===== src/rtl/phy_rx_deser_align.sv =====
// Multi-lane serial-to-parallel receiver with per-lane comma byte alignment.
// Each lane shifts in one bit per clk_32f cycle (MSB first), hunts for the
// comma pattern at any bit phase, confirms it on consecutive byte boundaries
// and then emits data bytes with valid/strobe qualifiers. Lanes are fully
// independent and may lock on different bit phases.
module phy_rx_deser_align #(
    parameter int unsigned LANES       = 2,
    parameter logic [7:0]  COMMA       = 8'hBC,
    parameter int unsigned ALIGN_COUNT = 4,
    parameter int unsigned LOSS_COUNT  = 0
) (
    input  logic                 clk_32f,
    input  logic                 reset,
    input  logic [LANES-1:0]     ser_in,
    output logic [8*LANES-1:0]   data_out,
    output logic [LANES-1:0]     valid_out,
    output logic [LANES-1:0]     byte_strobe,
    output logic [LANES-1:0]     active
);

    typedef enum logic [1:0] {
        HUNT    = 2'd0,
        LOCK    = 2'd1,
        ALIGNED = 2'd2
    } state_t;

    localparam logic [3:0] ALIGN_TGT = 4'(ALIGN_COUNT);
    localparam logic [7:0] LOSS_TGT  = 8'(LOSS_COUNT);
    localparam logic       LOSS_EN   = (LOSS_COUNT != 0);

    for (genvar i = 0; i < LANES; i++) begin : g_lane
        // Seven previous bits; together with the live input bit they form
        // the byte window ending at the current bit.
        logic [6:0] sh;
        state_t     state;
        logic [2:0] bit_cnt;
        logic [3:0] comma_cnt;
        logic [7:0] loss_cnt;
        logic [7:0] data_q;
        logic       valid_q;
        logic       strobe_q;
        logic       active_q;

        logic [7:0] win;
        logic       is_comma;
        logic       boundary;
        logic [3:0] comma_nxt;
        logic [7:0] loss_nxt;

        // Byte window, boundary detect and saturating counter increments
        always_comb begin
            win       = {sh, ser_in[i]};
            is_comma  = (win == COMMA);
            boundary  = (bit_cnt == 3'd7);
            comma_nxt = (comma_cnt >= ALIGN_TGT) ? ALIGN_TGT : comma_cnt + 4'd1;
            loss_nxt  = (loss_cnt == 8'hFF) ? 8'hFF : loss_cnt + 8'd1;
        end

        // Per-lane shift register, alignment FSM and registered outputs
        always_ff @(posedge clk_32f) begin
            if (reset) begin
                sh        <= '0;
                state     <= HUNT;
                bit_cnt   <= '0;
                comma_cnt <= '0;
                loss_cnt  <= '0;
                data_q    <= '0;
                valid_q   <= 1'b0;
                strobe_q  <= 1'b0;
                active_q  <= 1'b0;
            end else begin
                sh       <= win[6:0];
                strobe_q <= 1'b0;
                case (state)
                    HUNT: begin
                        valid_q  <= 1'b0;
                        active_q <= 1'b0;
                        loss_cnt <= '0;
                        if (is_comma) begin
                            // This bit becomes the byte end for all later boundaries
                            bit_cnt <= '0;
                            if (ALIGN_TGT == 4'd1) begin
                                state     <= ALIGNED;
                                active_q  <= 1'b1;
                                comma_cnt <= ALIGN_TGT;
                            end else begin
                                state     <= LOCK;
                                comma_cnt <= 4'd1;
                            end
                        end
                    end

                    LOCK: begin
                        bit_cnt <= bit_cnt + 3'd1;
                        if (boundary) begin
                            if (is_comma) begin
                                comma_cnt <= comma_nxt;
                                if (comma_nxt >= ALIGN_TGT) begin
                                    state    <= ALIGNED;
                                    active_q <= 1'b1;
                                    loss_cnt <= '0;
                                end
                            end else begin
                                // Broken comma run: resume hunting from the next bit
                                state     <= HUNT;
                                comma_cnt <= '0;
                            end
                        end
                    end

                    ALIGNED: begin
                        active_q <= 1'b1;
                        bit_cnt  <= bit_cnt + 3'd1;
                        if (boundary) begin
                            strobe_q <= 1'b1;
                            if (is_comma) begin
                                valid_q  <= 1'b0;
                                loss_cnt <= '0;
                            end else begin
                                data_q   <= win;
                                valid_q  <= 1'b1;
                                loss_cnt <= loss_nxt;
                                // Last data byte is still presented; active and
                                // valid are cleared by HUNT on the following edge.
                                if (LOSS_EN && (loss_nxt >= LOSS_TGT)) begin
                                    state <= HUNT;
                                end
                            end
                        end
                    end

                    default: begin
                        state <= HUNT;
                    end
                endcase
            end
        end

        // Drive this lane's slice of the output buses
        assign data_out[8*i +: 8] = data_q;
        assign valid_out[i]       = valid_q;
        assign byte_strobe[i]     = strobe_q;
        assign active[i]          = active_q;
    end

endmodule


===== config.mk =====
export PLATFORM = sky130hd
export DESIGN_NAME = phy_rx_deser_align
export DESIGN_NICKNAME = d
export VERILOG_FILES = /design/src/rtl/phy_rx_deser_align.sv
export SDC_FILE = /design/constraint.sdc
export NUM_CORES = 1
export LEC_CHECK = 0
export BUFFER_PORTS_ARGS = -buffer_cell sky130_fd_sc_hd__buf_2
export CAP_MARGIN = 20
export CORE_UTILIZATION = 45
export CTS_CLUSTER_SIZE = 10
export DETAILED_ROUTE_END_ITERATION = 6
export SLEW_MARGIN = 20
export SYNTH_ARGS = -nofsm -noshare
export SYNTH_HDL_FRONTEND = slang
export SYNTH_SLANG_ARGS = --single-unit
export TNS_END_PERCENT = 10

===== constraint.sdc =====
create_clock -name clk_32f -period 2.1 [get_ports clk_32f]
set_input_delay 0.525 -clock clk_32f [delete_from_list [all_inputs] [get_ports clk_32f]]
set_output_delay 0.525 -clock clk_32f [all_outputs]
set_load 0.05 [all_outputs]

# After elaboration in Yosys (flattened, before gate mapping)
# Index checks and enable logic that the tools add are counted.
totals:
  regBits: 54
  in_bits: 4
  output_inout_bits: 22
  word_cells: 114
op_classes:
  n_addsub: 4
  n_lt_le_gt_ge: 4
  n_eq_ne: 20
  n_mux: 40
  bitwise: 4
  reduce_logical: 26
op_table:
  columns: ["cell", "n"]
  rows:
  - ["$mux W4", 8]
  - ["$ne A2 B2 Y1 const B", 10]
  - ["$eq A8 B8 Y1 const B", 2]
  - ["$ge A4 B3 Y1 const B", 4]
  - ["$mux W2", 8]
  - ["$pmux W4 S2", 2]
  - ["$reduce_and A4 Y1", 4]
  - ["$mux W1", 12]
  - ["$pmux W2 S3", 2]
  - ["$pmux W3 S2", 2]
  - ["$reduce_and A3 Y1", 4]
  - ["$reduce_bool A2 Y1", 6]
  - ["$add A4 B1 Y4 const B", 2]
  - ["$reduce_and A2 Y1", 4]
  - ["$reduce_or A2 Y1", 4]
  - ["$add A3 B1 Y3 const B", 2]
  - ["$eq A3 B3 Y1 const B", 2]
  - ["$mux W3", 2]
  - ["$ne A3 B3 Y1 const B", 2]
  - ["$pmux W1 S3", 2]
  - ["$reduce_bool A3 Y1", 2]
  - ["$eq A2 B1 Y1 const B", 2]
  - ["$eq A2 B2 Y1 const B", 2]
  - ["$logic_not A2 Y1", 2]
  - ["other kinds (2)", 6]

# Longest topological paths before layout
logic_depth:
  ltp_word: 7
  ltp_mapped: 7
  ltp_nobuf: 6

# Worst setup path after synthesis
# Ideal clock, no wire load.
synth_path:
  path_type: "input-to-reg"
  startpoint: "in ser_in[0]"
  endpoint: "reg g_lane[0].bit_cnt[0]"
  setup_ns: 0.070
  t_arrival_ns: 1.528
  required_time_ns: 2.030
  slack_ns: 0.501
  stages: 5
  n_path_buf: 1
  cell_sequence: "and4bb_1 -> buf_6 -> a21boi_4 -> or4b_1 -> a21oi_1"
synth_via:
  elab_chain_len: 3
synth_rtl:
  columns: ["element", "line", "text"]
  rows:
  - ["from (decl)", "14", "input logic [LANES-1:0] ser_in,"]
  - ["$eq A8 B8 Y1", "53", "is_comma = (win == COMMA);"]
  - ["$ne A2 B2 Y1 (no line)", null, null]
  - ["$reduce_and A2 Y1 (no line)", null, null]
  - ["to (signal assigned)", "94", "bit_cnt <= bit_cnt + 3'd1;"]
  - ["to (signal assigned)", "113", "bit_cnt <= bit_cnt + 3'd1;"]
  - ["to (decl)", "36", "logic [2:0] bit_cnt;"]
# Every way passes these cells.
# A chain may end at the register's enable or synchronous reset.

# Worst setup path after layout
layout_path:
  startpoint: "reg g_lane[0].bit_cnt[0]"
  endpoint: "reg g_lane[0].data_q[0]"
layout_via:
  elab_chain_len: 2
layout_rtl:
  columns: ["element", "line", "text"]
  rows:
  - ["$eq A3 B3 Y1", "54", "boundary = (bit_cnt == 3'd7);"]
  - ["net g_lane[0].boundary", "46", "logic boundary;"]
  - ["$reduce_and A3 Y1 (no line)", null, null]
  - ["to (signal assigned)", "120", "data_q <= win;"]
  - ["to (decl)", "39", "logic [7:0] data_q;"]
# The timed path passes the listed nets, and every way through them passes these cells.

==> impl_results.md <==
- DPL Wire Length: 2920 microns
- DR DRC count: 0
- Tcrit/Tclk final: 0.850
- Worst clock skew: 0.00416 ns
- GRT overflow: 0
- Post-synth top cells: dfxtp_1 (54), nor2_1 (25), mux2i_1 (20), a21oi_1 (16), nor2b_1 (16)
- Die H: 75.3 microns
- Vias in the first global route: between 1,500 and 2,000
- Peak supply drop: roughly 0.42 mV
- Starting density of the core: 0.470
- Sequential share of the synthesized area: 0.447
- Cell area after placement: 0.00255 sq mm
- # rows: 26
- Fraction of layout instances using a drive strength above 1: 0.154
- Nets@finish: 277
- Number of gates resized after cts: 0
- Status: finished, final reports clean
- CP most frequent cell: ha_1
- Max_slew headroom: 0.694
- P&R area growth vs syn: 10.1%
- Metal1 wirelength: between 2000 and 2500 microns
- Final worst slack: about 0.32 ns
- Synth Flop Type: dfxtp_1
- Mapped cell area: between 0.002 and 0.0025 sq mm
- Via/cell ratio: between 5 and 6
- Vias: 1,717
- Crit path max fanout: 9
- Routed Antenna Nets: 0
- Die Area: 0.00567 sq mm
- Gr usage total: 0.176
- First-pass GRT wire length: 7500 microns
- Initial antenna violation count: 0
- Cell with the most instances after synthesis: dfxtp_1
- Final core occ: 0.518
- TritonCTS Buffers: 5
- RePlAce Congestion: 0.826
- Yosys top cell area share: 0.447
- Synth top area cells: dfxtp_1 (45%), mux2i_1 (8.3%), ha_1 (7.2%)
- Initial DRT Pass Iterations: 4
- Crit Path Category: register to register
- Met2 wire length: between 1500 and 2000 microns
- Clock sink total: 54
- Crit path time final: around 1.8 ns
- DRT iter0 DRCs: 78
- Crit end category: register
- Crit-path cells: ha_1 -> ha_1 -> nand2_1 -> a21oi_4 -> mux2i_1 -> nor2_1
- Register-to-Register Path Depth: 6
- Syn. warnings: 0
- Largest net degree at the start of global routing: 35
- Core ar.: slightly above 0.005 sq mm
- WHS: 0.449 ns
- Wire per inst: 13.0 microns
- Setup TNS: 0 ns
- H-tree Lvls: 2
- Final setup fails: 0
- Startpoint types: register
- Lkg Pwr: roughly 1.1 nW
- Max layer used: met4
- Final WL: ~4300 microns
- Clk_lat worst skew: 0.31 ns
- FF-to-FF Start: g_lane[0].bit_cnt[0]
- Mapped Cells: around 240
- Wire length on met3: between 150 and 200 microns
- Synth Net Count: 260
- Port Buffers: 25
- Syn Area/Cell: between 9 and 10 sq um
- Worst Tran Pin Value: between 0.4 and 0.5 ns
- Max cap viols: 0
- Max Clock Freq: roughly 0.56 GHz
- FF-to-FF End: g_lane[0].data_q[0]
- Slowest stage cell on the critical path: dfxtp_1
- Root buffer cell: clkbuf_8
- Worst slack at placement: between 0.15 and 0.2 ns
- Max clock buf depth: 2
- Cts hold-fix bufs: 0
- Hold depth: 2
- Postcts setup bufs: 0
- EDFF count, synth: 0
- Synth Register Bits: 54
- Critical path data required time: 2.31 ns
- R2r setup slk: approximately 0.32 ns
- # fillers: 517
- Die Width: 75.3 microns
- Max-slew violations: 0
- Distinct cells, synth: 39
- Worst EP arrival: between 1.5 and 2 ns
- RSZ-0062 raised after global routing: no
- Synth area leader: dfxtp_1
- I/O Pins: 26
- Design area: around 0.0027 sq mm
- N_diodes: 0
- Post-synth ARST share: 0
- TritonCTS clock tree: done
- Worst hold start: ser_in[0]
- Power Density: 666 mW/mm^2
- Fin. Hold Viols: 0
- Hold crit path type: primary input to register
- Clock slew at reported path FFs: 0.10 ns
- CP max stage delay: around 0.37 ns
- Hold Path Sink: g_lane[0].sh[0]
## worst max-delay path by stage
stage / endpoint / depth (start not counted) / startpoint
after floorplan: g_lane[0].bit_cnt[0] / 5 / ser_in[0]
after global placement: g_lane[0].bit_cnt[0] / 5 / ser_in[0]
after detailed placement: g_lane[0].bit_cnt[0] / 5 / ser_in[0]
after CTS: g_lane[0].data_q[5] / 6 / g_lane[0].bit_cnt[0]
after global routing: g_lane[0].data_q[7] / 6 / g_lane[0].bit_cnt[0]
final: g_lane[0].data_q[0] / 6 / g_lane[0].bit_cnt[0]
## cells in the final DEF (no fill, tap or decap), types with 3 or more instances in the layout
| cell | synthesis | final |
|---|---|---|
| a21oi_1 | 16 | 16 |
| a311oi_1 | 3 | 3 |
| a31oi_1 | 4 | 4 |
| and2_1 | 3 | 3 |
| and4b_1 | 3 | 3 |
| buf_2 | 1 | 25 |
| clkbuf_8 | 0 | 5 |
| dfxtp_1 | 54 | 54 |
| ha_1 | 14 | 14 |
| inv_1 | 7 | 7 |
| mux2i_1 | 20 | 20 |
| nand2_1 | 3 | 3 |
| nand2b_1 | 10 | 10 |
| nand3_1 | 3 | 3 |
| nand4_1 | 6 | 6 |
| nand4b_1 | 4 | 4 |
| nor2_1 | 25 | 25 |
| nor2b_1 | 16 | 16 |
| o21ai_0 | 11 | 11 |
## state kept, by name (all words and copies together) (netlist names)
register / count
g_lane.bit_cnt: 6
g_lane.strobe_q: 2
g_lane.sh: 14
g_lane.state: 4
g_lane.valid_q: 2
g_lane.active_q: 2
g_lane.comma_cnt: 8
g_lane.data_q: 16
## stage by stage
stage	instances	power (mW)
4_1_cts	330	1.79
2_1_floorplan	242	1.08
3_3_place_gp	322	1.09
5_1_grt	330	1.85
6_report	330	1.77
3_5_place_dp	322	1.09
## power by group
group	internal, mW	switching, mW
logic	0.0135	0.0204
registers	1.03	0.00430
clock network	0.356	0.348
## routing by layer
layer  up-vias  track usage
met5         -            0
met4         0       0.0700
met3         7       0.0463
met2        24        0.251
met1       801        0.254
li1        885            -
## cell type report
class | count | area, sq um | share of cell area
Timing Repair Buffer | 26 | 145 | 0.0545
Inverter | 7 | 26.3 | 0.00987
Tap cell | 70 | 87.6 | 0.0329
Clock inverter | 2 | 37.5 | 0.0141
Clock buffer | 6 | 72.6 | 0.0273
Sequential cell | 54 | 1080 | 0.406
Multi-Input combinational cell | 165 | 1210 | 0.455
## worst max-delay path: cells and delay by family, from the launching register on
kind | cells | cell delay [ns]
flip-flops | 1 | 0.37
AO/OA/AOI/OAI | 1 | 0.36
multiplexers | 1 | 0.23
adder cells (fa/ha/maj) | 2 | 0.47
AND/OR/NAND/NOR | 2 | 0.25
## cells by family after synthesis
logic type	after synthesis	synth area share
AND/OR/NAND/NOR	83	0.204
flip-flops	54	0.447
AO/OA/AOI/OAI	48	0.141
buffers and inverters	23	0.0518
multiplexers	20	0.0828
adder cells (fa/ha/maj)	14	0.0725
No activity file was read; power rests on OpenSTA's default activity.
